--- config.mk ---
export PLATFORM = sky130hd
export DESIGN_NAME = histogram_sequencer_flat
export DESIGN_NICKNAME = d
export VERILOG_FILES = /design/src/rtl/histogram_sequencer_if.sv /design/src/rtl/histogram_sequencer.sv /design/src/flat_wrapper.sv
export SDC_FILE = /design/constraint.sdc
export NUM_CORES = 1
export LEC_CHECK = 0
export BUFFER_PORTS_ARGS = -buffer_cell sky130_fd_sc_hd__buf_2
export CORE_MARGIN = 3
export CORE_UTILIZATION = 25
export CTS_BUF_LIST = sky130_fd_sc_hd__clkbuf_4 sky130_fd_sc_hd__clkbuf_8
export DETAILED_ROUTE_END_ITERATION = 10
export GPL_TIMING_DRIVEN = 0
export PLACE_DENSITY_LB_ADDON = 0.2
export SLEW_MARGIN = 10
export SYNTH_ARGS = -nofsm -noshare
export SYNTH_HDL_FRONTEND = slang
export SYNTH_SLANG_ARGS = --single-unit
--- constraint.sdc ---
create_clock -name clk -period 4.6 [get_ports clk]
set_input_delay 0.69 -clock clk [delete_from_list [all_inputs] [get_ports clk]]
set_output_delay 0.69 -clock clk [all_outputs]
set_load 0.01 [all_outputs]
--- src/rtl/histogram_sequencer_if.sv ---
`default_nettype none
// -----------------------------------------------------------------------------
// histogram_sequencer_if : frame/datapath handshake bundle of the sequencer
// Revision 1.0
// -----------------------------------------------------------------------------
interface histogram_sequencer_if;
  logic       frameReady;
  logic       busy;
  logic       frameDropped;
  logic       start;
  logic       filterReady;
  logic       filterDone;
  logic       readHistogram;
  logic       clearHistogram;
  logic [7:0] xHistogramOut;
  logic [7:0] yHistogramOut;
  logic       xValid;
  logic       yValid;
  logic       histogramClear;
  logic       ready;
  logic [7:0] xPeak;
  logic [7:0] yPeak;
  logic [7:0] xPeakCount;
  logic [7:0] yPeakCount;
  logic       resultValid;
  logic       timeoutError;

  modport master (
    input  frameReady, filterReady, filterDone, xHistogramOut, yHistogramOut,
           xValid, yValid, histogramClear, ready,
    output busy, frameDropped, start, readHistogram, clearHistogram,
           xPeak, yPeak, xPeakCount, yPeakCount, resultValid, timeoutError
  );

  modport slave (
    output frameReady, filterReady, filterDone, xHistogramOut, yHistogramOut,
           xValid, yValid, histogramClear, ready,
    input  busy, frameDropped, start, readHistogram, clearHistogram,
           xPeak, yPeak, xPeakCount, yPeakCount, resultValid, timeoutError
  );
endinterface
`default_nettype wire

--- src/rtl/histogram_sequencer.sv ---
`default_nettype none
// -----------------------------------------------------------------------------
// histogram_sequencer : per-frame filter start, histogram readout, peak extract
// Revision 1.0
// -----------------------------------------------------------------------------
module histogram_sequencer #(
  parameter int IMAGE_WIDTH    = 240,
  parameter int IMAGE_HEIGHT   = 180,
  parameter int TIMEOUT_CYCLES = 200000
) (
  input  logic                  clk,
  input  logic                  reset,
  histogram_sequencer_if.master bus
);

  typedef enum logic [2:0] {
    IDLE   = 3'd0,
    START  = 3'd1,
    FILTER = 3'd2,
    READ   = 3'd3,
    CLEAR  = 3'd4,
    DONE   = 3'd5
  } state_t;

  localparam logic [8:0]  X_TOTAL  = 9'(IMAGE_WIDTH);
  localparam logic [8:0]  Y_TOTAL  = 9'(IMAGE_HEIGHT);
  localparam logic [19:0] WD_LIMIT = 20'(TIMEOUT_CYCLES - 1);

  state_t      state;
  state_t      state_next;
  logic        pending;
  logic        aborted;
  logic [19:0] wd_count;
  logic [8:0]  x_count;
  logic [8:0]  y_count;
  logic [8:0]  x_count_next;
  logic [8:0]  y_count_next;
  logic [7:0]  x_max_idx;
  logic [7:0]  x_max_val;
  logic [7:0]  y_max_idx;
  logic [7:0]  y_max_val;

  logic        start_pulse;
  logic        clear_pulse;
  logic        result_pulse;
  logic        timeout_pulse;
  logic        dropped_pulse;
  logic [7:0]  x_peak;
  logic [7:0]  x_peak_count;
  logic [7:0]  y_peak;
  logic [7:0]  y_peak_count;

  logic        wd_expired;
  logic        x_take;
  logic        y_take;
  logic        accept_frame;
  logic        timeout_next;

  assign wd_expired   = (wd_count == WD_LIMIT);
  assign x_take       = (state == READ) && bus.xValid && (x_count != X_TOTAL);
  assign y_take       = (state == READ) && bus.yValid && (y_count != Y_TOTAL);
  assign x_count_next = x_count + {8'd0, x_take};
  assign y_count_next = y_count + {8'd0, y_take};
  assign accept_frame = bus.frameReady && !pending && (state == IDLE);

  always_comb begin
    state_next   = state;
    timeout_next = 1'b0;
    case (state)
      IDLE: begin
        if (pending && bus.filterReady && bus.ready) state_next = START;
      end
      START: begin
        state_next = FILTER;
      end
      FILTER: begin
        if (bus.filterDone) begin
          state_next = READ;
        end else if (wd_expired) begin
          state_next   = CLEAR;
          timeout_next = 1'b1;
        end
      end
      READ: begin
        // Leave on the same edge that counts the final bin
        if ((x_count_next == X_TOTAL) && (y_count_next == Y_TOTAL)) begin
          state_next = CLEAR;
        end else if (wd_expired) begin
          state_next   = CLEAR;
          timeout_next = 1'b1;
        end
      end
      CLEAR: begin
        // Completion is only trusted after the clear request has been issued
        if (!clear_pulse && bus.histogramClear) begin
          state_next = aborted ? IDLE : DONE;
        end else if (wd_expired) begin
          state_next   = IDLE;
          timeout_next = 1'b1;
        end
      end
      DONE: begin
        state_next = IDLE;
      end
      default: begin
        state_next = IDLE;
      end
    endcase
  end

  always_ff @(posedge clk or posedge reset) begin
    if (reset) begin
      state <= IDLE;
    end else begin
      state <= state_next;
    end
  end

  always_ff @(posedge clk or posedge reset) begin
    if (reset) begin
      pending       <= 1'b0;
      wd_count      <= 20'd0;
      start_pulse   <= 1'b0;
      clear_pulse   <= 1'b0;
      result_pulse  <= 1'b0;
      timeout_pulse <= 1'b0;
      dropped_pulse <= 1'b0;
    end else begin
      if (accept_frame) begin
        pending <= 1'b1;
      end else if ((state == IDLE) && (state_next == START)) begin
        pending <= 1'b0;
      end

      if (state_next != state) begin
        wd_count <= 20'd0;
      end else if ((state == FILTER) || (state == READ) || (state == CLEAR)) begin
        wd_count <= wd_count + 20'd1;
      end else begin
        wd_count <= 20'd0;
      end

      dropped_pulse <= bus.frameReady && !accept_frame;
      start_pulse   <= (state_next == START) && (state != START);
      clear_pulse   <= (state_next == CLEAR) && (state != CLEAR);
      result_pulse  <= (state_next == DONE);
      timeout_pulse <= timeout_next;
    end
  end

  always_ff @(posedge clk or posedge reset) begin
    if (reset) begin
      x_count   <= 9'd0;
      y_count   <= 9'd0;
      x_max_idx <= 8'd0;
      x_max_val <= 8'd0;
      y_max_idx <= 8'd0;
      y_max_val <= 8'd0;
      aborted   <= 1'b0;
    end else if (state == START) begin
      x_count   <= 9'd0;
      y_count   <= 9'd0;
      x_max_idx <= 8'd0;
      x_max_val <= 8'd0;
      y_max_idx <= 8'd0;
      y_max_val <= 8'd0;
      aborted   <= 1'b0;
    end else begin
      x_count <= x_count_next;
      y_count <= y_count_next;
      // Strictly-greater update keeps the lowest index on ties
      if (x_take && (bus.xHistogramOut > x_max_val)) begin
        x_max_val <= bus.xHistogramOut;
        x_max_idx <= x_count[7:0];
      end
      if (y_take && (bus.yHistogramOut > y_max_val)) begin
        y_max_val <= bus.yHistogramOut;
        y_max_idx <= y_count[7:0];
      end
      if (timeout_next && (state_next == CLEAR)) begin
        aborted <= 1'b1;
      end
    end
  end

  always_ff @(posedge clk or posedge reset) begin
    if (reset) begin
      x_peak       <= 8'd0;
      x_peak_count <= 8'd0;
      y_peak       <= 8'd0;
      y_peak_count <= 8'd0;
    end else if (state_next == DONE) begin
      x_peak       <= x_max_idx;
      x_peak_count <= x_max_val;
      y_peak       <= y_max_idx;
      y_peak_count <= y_max_val;
    end
  end

  assign bus.busy           = (state != IDLE) || pending;
  assign bus.frameDropped   = dropped_pulse;
  assign bus.start          = start_pulse;
  assign bus.readHistogram  = (state == READ);
  assign bus.clearHistogram = clear_pulse;
  assign bus.xPeak          = x_peak;
  assign bus.xPeakCount     = x_peak_count;
  assign bus.yPeak          = y_peak;
  assign bus.yPeakCount     = y_peak_count;
  assign bus.resultValid    = result_pulse;
  assign bus.timeoutError   = timeout_pulse;

endmodule
`default_nettype wire

--- src/flat_wrapper.sv ---
// flat-port wrapper written by rule: the top's interface ports become plain ports
module histogram_sequencer_flat 
#(
  parameter int IMAGE_WIDTH    = 240,
  parameter int IMAGE_HEIGHT   = 180,
  parameter int TIMEOUT_CYCLES = 200000
)
  (clk, reset, bus_frameReady, bus_filterReady, bus_filterDone, bus_xHistogramOut, bus_yHistogramOut, bus_xValid, bus_yValid, bus_histogramClear, bus_ready, bus_busy, bus_frameDropped, bus_start, bus_readHistogram, bus_clearHistogram, bus_xPeak, bus_yPeak, bus_xPeakCount, bus_yPeakCount, bus_resultValid, bus_timeoutError);
  histogram_sequencer_if bus_i ();
  input  logic clk;
  input  logic reset;
  input wire logic [$bits(bus_i.frameReady)-1:0] bus_frameReady;
  input wire logic [$bits(bus_i.filterReady)-1:0] bus_filterReady;
  input wire logic [$bits(bus_i.filterDone)-1:0] bus_filterDone;
  input wire logic [$bits(bus_i.xHistogramOut)-1:0] bus_xHistogramOut;
  input wire logic [$bits(bus_i.yHistogramOut)-1:0] bus_yHistogramOut;
  input wire logic [$bits(bus_i.xValid)-1:0] bus_xValid;
  input wire logic [$bits(bus_i.yValid)-1:0] bus_yValid;
  input wire logic [$bits(bus_i.histogramClear)-1:0] bus_histogramClear;
  input wire logic [$bits(bus_i.ready)-1:0] bus_ready;
  output wire logic [$bits(bus_i.busy)-1:0] bus_busy;
  output wire logic [$bits(bus_i.frameDropped)-1:0] bus_frameDropped;
  output wire logic [$bits(bus_i.start)-1:0] bus_start;
  output wire logic [$bits(bus_i.readHistogram)-1:0] bus_readHistogram;
  output wire logic [$bits(bus_i.clearHistogram)-1:0] bus_clearHistogram;
  output wire logic [$bits(bus_i.xPeak)-1:0] bus_xPeak;
  output wire logic [$bits(bus_i.yPeak)-1:0] bus_yPeak;
  output wire logic [$bits(bus_i.xPeakCount)-1:0] bus_xPeakCount;
  output wire logic [$bits(bus_i.yPeakCount)-1:0] bus_yPeakCount;
  output wire logic [$bits(bus_i.resultValid)-1:0] bus_resultValid;
  output wire logic [$bits(bus_i.timeoutError)-1:0] bus_timeoutError;
  assign bus_i.frameReady = bus_frameReady;
  assign bus_i.filterReady = bus_filterReady;
  assign bus_i.filterDone = bus_filterDone;
  assign bus_i.xHistogramOut = bus_xHistogramOut;
  assign bus_i.yHistogramOut = bus_yHistogramOut;
  assign bus_i.xValid = bus_xValid;
  assign bus_i.yValid = bus_yValid;
  assign bus_i.histogramClear = bus_histogramClear;
  assign bus_i.ready = bus_ready;
  assign bus_busy = bus_i.busy;
  assign bus_frameDropped = bus_i.frameDropped;
  assign bus_start = bus_i.start;
  assign bus_readHistogram = bus_i.readHistogram;
  assign bus_clearHistogram = bus_i.clearHistogram;
  assign bus_xPeak = bus_i.xPeak;
  assign bus_yPeak = bus_i.yPeak;
  assign bus_xPeakCount = bus_i.xPeakCount;
  assign bus_yPeakCount = bus_i.yPeakCount;
  assign bus_resultValid = bus_i.resultValid;
  assign bus_timeoutError = bus_i.timeoutError;
  histogram_sequencer #(.IMAGE_WIDTH(IMAGE_WIDTH), .IMAGE_HEIGHT(IMAGE_HEIGHT), .TIMEOUT_CYCLES(TIMEOUT_CYCLES)) u_core (.clk(clk), .reset(reset), .bus(bus_i));
endmodule
-- After elaboration in Yosys (flattened, before gate mapping)
Cells that the tools add are included.
- muxes and demuxes: 29
- $lt $le $gt $ge: 2
- equal/unequal tests: 15
- add/sub/neg operators: 3
- reductions and logical operators: 29
- operators with widths (cell ; number):
    $mux 8 ; 8
    $mux 20 ; 2
    $mux 3 ; 7
    $add 20x1->20 const B ; 1
    $eq 20x18->1 const B ; 1
    $add 9x1->9 ; 2
    $eq 9x8->1 const B ; 2
    $mux 9 ; 2
    $ne 9x8->1 const B ; 2
    $logic_and 1x1->1 ; 17
    $gt 8x8->1 ; 2
    $pmux 3 s5 ; 1
    $eq 3x3->1 const B ; 3
    $mux 1 ; 8
    $reduce_bool 2->1 ; 4
    $eq 3x1->1 const B ; 2
    $eq 3x2->1 const B ; 2
    $logic_not 1->1 ; 3
    $logic_not 3->1 ; 1
    $logic_or 1x1->1 ; 3
    $ne 3x1->1 const B ; 1
    $ne 3x3->1 ; 1
    $ne 3x3->1 const B ; 1
    $pmux 1 s3 ; 1
    $reduce_bool 3->1 ; 1
- bits of input ports: 25
- register bits: 112
- output and inout bits: 39
- logic and storage cells: 97

-- Longest topological paths before layout
- depth after elaboration: 12
- gate-level depth with buffers: 14
- mapped depth without buffers: 12

-- Worst setup path before layout
No wires, ideal clock.
- kind: reg-to-reg
- from: register u_core.y_count[8]
- to: register u_core.wd_count[14]
- stages on the path, launching flop included: 14
- setup time: 0.119 ns
- arrival: 3.289 ns
- data required time: 4.481 ns
- setup slack: 1.192 ns
- buffers on the path: 1
- clock period less this slack: 3.408 ns
- cell sequence: dfrtp_1 -> nand2b_1 -> nand4b_1 -> or4_1 -> and3_4 -> ha_1 -> ha_1 -> or4b_1 -> nor3_1 -> o2111ai_1 -> nor4_2 -> o31a_1 -> buf_4 -> nor2_1
- cells in the longest elaborated chain, start to end: 9
- RTL lines (element ; line ; RTL):
    start: declaration ; histogram_sequencer.sv:35 ; logic [8:0] y_count;
    start signal: assignment ; histogram_sequencer.sv:170 ; y_count <= y_count_next;
    $ne 9x8->1 ; histogram_sequencer.sv:61 ; assign y_take = (state == READ) && bus.yValid && (y_count != Y_TOTAL);
    $logic_and 1x1->1 ; histogram_sequencer.sv:61 ;
    $add 9x1->9 * ; histogram_sequencer.sv:63 ; assign y_count_next = y_count + {8'd0, y_take};
    $eq 9x8->1 * ; histogram_sequencer.sv:86 ; if ((x_count_next == X_TOTAL) && (y_count_next == Y_TOTAL)) begin
    $logic_and 1x1->1 * ; histogram_sequencer.sv:86 ;
    $mux 3 * ; histogram_sequencer.sv:86 ;
    $pmux 3 s5 * ; histogram_sequencer.sv:69 ; case (state)
    $ne 3x3->1 * ; histogram_sequencer.sv:135 ; if (state_next != state) begin
    $mux 20 * ; histogram_sequencer.sv:135 ;
    end signal: assignment ; histogram_sequencer.sv:138 ; wd_count <= wd_count + 20'd1;
    end: declaration ; histogram_sequencer.sv:33 ; logic [19:0] wd_count;
Mark *: on every way between the ends. The rest lies on a longest branch, timed or not.
A chain may end at the register's enable or synchronous reset.

-- Worst setup path after layout
- from: register u_core.y_count[8]
- to: register u_core.wd_count[5]
The elaborated chain is that of the path after synthesis.

==> qor.csv <==
metric,value,unit
portion of the post-synthesis area used by sequential elements,0.5111,
number of nets still failing antenna checks after routing,0,
minimum clock period after layout,3.954,ns
"commonest cells after routing, fill and taps aside","sky130_fd_sc_hd__dfrtp_1, sky130_fd_sc_hd__nand2_1, sky130_fd_sc_hd__buf_2",
worst setup slack after placement,0.6885,ns
layout cell share with drive strength beyond 1,0.1721,
Crit Path Category,register to register,
share of total power consumed by net switching,0.3274,
number of design-rule violations left by the first detailed-router iteration,250,
Setup-failing EPs final,0,
Top-Level Pins,64,
sum of net half-perimeters after detailed placement,9.554,mm
count of antenna diodes in the layout,0,
cell chain of the critical path,"nand2b_1, nand4b_1, or4_1, and3_4, ha_1, ha_1, or4b_1, nor3_1, o2111ai_1, nor4_2, o31a_1, buf_4, nor2_1",
Routability Congestion,0.8103,
maximum capacitance violations,0,
Root Buffer,sky130_fd_sc_hd__clkbuf_8,
detail-routed net length per standard cell,14.07,um
slowest cell delay on critical path,0.51,ns
Post-Syn Nets,611,
count of port buffers added during placement,63,
"most common cell after layout, fill and taps aside",sky130_fd_sc_hd__dfrtp_1,
height of the die,154.1,um
most frequent cell on the critical path,sky130_fd_sc_hd__ha_1,
number of library cell types mapped by synthesis,55,
vias in the first global route,4177,
wire length of the first global-routing pass,21.58,mm
number of standard cells after synthesis,565,
result of the run,completed,
post-CTS setup repair buffer count,0,
Clock transition at path regs,0.11,ns
largest fanout of any net on the critical path,10,
total congestion overflow after global routing,0,
most used routing layer in global routing,met2,
Final period util,0.8595,
Routed Wire Length,12.95,mm
leakage component of the power,2.985,nW
worst skew pair latency,0.39,ns
Post-Synthesis Mean Instance Area,9.706,um2
post-layout net count,686,
maximum number of pins on one net before global-route repair,73,
net switching power,0.8087,mW
CTS Buf Count,9,
Horiz. Die Dim,154.1,um
core region area,21290,um2
Die Outline Area,23750,um2
Worst Clk Skew,0.01344,ns
detailed-route via count,4042,
Post-synth ARST share,1.000,
maximum buffer depth of the clock tree,2,
required time of the worst setup path,4.88,ns
leading register cell type out of synthesis,sky130_fd_sc_hd__dfrtp_1,
number of hold violations in the final report,0,
initial core utilization,0.2576,
met3 track demand over resource,0.02618,
global-route met2 utilization,0.1722,
H-tree level count,3,
Worst Path Arrival,4.23,ns
Seq cells post-synth,112,
Worst setup EP type,register,
setup repair after global routing missed its margin,false,
measured slew at the worst slew-check pin,1.131,ns
maximum clock frequency,0.2529,GHz
DRC violation count after routing,0,
clock tree sinks,112,
Ys Warns,0,
relative contribution of sequential cells to total power,0.466,
post-route worst setup slack,0.6462,ns
relative contribution of combinational cells to total power,0.277,
GRT met1 Usage,0.1563,
total track usage,0.1130,
Worst IR Drop VDD,112.8,uV
Mapped Area,5484,um2
total of hold buffers inserted after clock tree synthesis,0,
Clk network pwr share,0.257,
Tightest Hold Check Type,input port to asynchronous set/reset pin,
routed via count divided by cell count,4.393,
Critical-path top delay cell,sky130_fd_sc_hd__or4b_1,
final max-slew violation count,0,
number of iterations in the first detailed-routing pass,4,
post-layout util,0.3000,
area growth from synthesis to layout,16.45,%
number of synthesized flops with an enable pin,0,
antenna violations before repair,0,
cells resized by post-CTS repair,0,
Relative slew margins,0.2399,
Site Rows,53,
TritonCTS clock tree,built,
kind of start point of the critical path,register,
total power divided by cell area,386.8,nW/um2
Internal,1.662,mW
==> metrics by stage <==
step	hold WS (ns)	total power, mW	cell area, um2	setup TNS (ns)	std cells
after floorplan	0.4369	1.661	5484	0	565
after global placement	0.4545	1.853	6143	-58.95	903
after detailed placement	0.4575	1.870	6176	0	904
after CTS	0.2868	2.518	6386	0	920
after global routing	0.2995	2.661	6386	0	920
final	0.2968	2.470	6386	0	920
==> flip-flops by register name (all words and copies together) (netlist names) <==
| register | count |
|---|---|
| u_core.x_count | 9 |
| u_core.bus.xPeak | 8 |
| u_core.x_max_idx | 8 |
| u_core.bus.xPeakCount | 8 |
| u_core.wd_count | 20 |
| u_core.bus.frameDropped | 1 |
| u_core.bus.start | 1 |
| u_core.bus.yPeakCount | 8 |
| u_core.bus.resultValid | 1 |
| u_core.y_count | 9 |
| u_core.y_max_idx | 8 |
| u_core.pending | 1 |
| u_core.bus.yPeak | 8 |
| u_core.y_max_val | 8 |
| u_core.aborted | 1 |
| u_core.x_max_val | 8 |
| u_core.state | 3 |
| u_core.bus.clearHistogram | 1 |
| u_core.bus.timeoutError | 1 |
==> synth_stat cells, types with 8 or more instances <==
cell type | count | area, um2
sky130_fd_sc_hd__nor3_1 | 12 | 60.06
sky130_fd_sc_hd__o21ai_0 | 22 | 110.1
sky130_fd_sc_hd__nand2_1 | 100 | 375.4
sky130_fd_sc_hd__ha_1 | 21 | 262.8
sky130_fd_sc_hd__nor2_1 | 57 | 214.0
sky130_fd_sc_hd__nand4_1 | 10 | 62.56
sky130_fd_sc_hd__nor2b_1 | 11 | 68.82
sky130_fd_sc_hd__dfrtp_1 | 112 | 2803
sky130_fd_sc_hd__or3_1 | 8 | 50.05
sky130_fd_sc_hd__mux2_2 | 13 | 146.4
sky130_fd_sc_hd__nand3_1 | 12 | 60.06
sky130_fd_sc_hd__mux2i_1 | 18 | 180.2
sky130_fd_sc_hd__clkbuf_1 | 10 | 37.54
sky130_fd_sc_hd__a21oi_1 | 13 | 65.06
sky130_fd_sc_hd__xor2_1 | 8 | 70.07
sky130_fd_sc_hd__xnor2_1 | 20 | 175.2
sky130_fd_sc_hd__inv_1 | 43 | 161.4
==> worst paths after layout <==
| kind | start | end | slack [ns] | depth (start not counted) |
|---|---|---|---|---|
| max in group asynchronous | reset | u_core.bus.yPeak[7] | 3.60 | 3 |
| worst max-delay path | u_core.y_count[8] | u_core.wd_count[5] | 0.65 | 13 |
| worst min-delay path | reset | u_core.y_max_val[6] | 0.30 | 2 |
| worst max register to register | u_core.y_count[8] | u_core.wd_count[5] | 0.65 | 13 |
| worst min register to register | u_core.y_max_idx[0] | u_core.bus.yPeak[0] | 0.48 | 2 |
| min in group clk | u_core.y_max_idx[0] | u_core.bus.yPeak[0] | 0.48 | 2 |
==> routing by layer <==
| metal | wire length (um) | up-vias | share of wire |
|---|---|---|---|
| met2 | 5683 | 72 | 0.44 |
| met1 | 6454 | 1919 | 0.50 |
| met4 | 255 | 0 | 0.020 |
| met3 | 554 | 17 | 0.043 |
| li1 | - | 2034 | - |
| met5 | 0 | - | 0 |
==> final cells by class <==
type	instances	area, um2
Buffer	21	112.6
Sequential cell	112	2803
Tap cell	275	344.1
Clock inverter	4	51.30
Clock buffer	12	158.9
Fill cell	2238	14900
Timing Repair Buffer	64	342.8
Multi-Input combinational cell	388	2404
Inverter	44	170.2
==> cells by family after synthesis <==
kind of cell,after synthesis,synth area share
buffers and inverters,65,0.05065
AND/OR/NAND/NOR,247,0.2122
flip-flops,112,0.5111
XOR/XNOR,28,0.04472
AO/OA/AOI/OAI,60,0.07119
multiplexers,32,0.06228
adder cells (fa/ha/maj),21,0.04791
==> power by group through the flow <==
stage / Clock (mW) / Combinational [mW] / Sequential [mW]
after floorplan: 0 / 0.500 / 1.16
after global placement: 0 / 0.686 / 1.17
after detailed placement: 0 / 0.700 / 1.17
after CTS: 0.664 / 0.703 / 1.15
after global routing: 0.707 / 0.791 / 1.16
final: 0.634 / 0.685 / 1.15
==> critical path, delay by kind of cell, from the launching register on <==
family	cells	cell delay, ns
compound gates	2	0.49
simple gates	8	2.19
fa+ha+maj	2	0.55
buf+inv	1	0.18
flops	1	0.43
(Power assumes the default switching activity.)
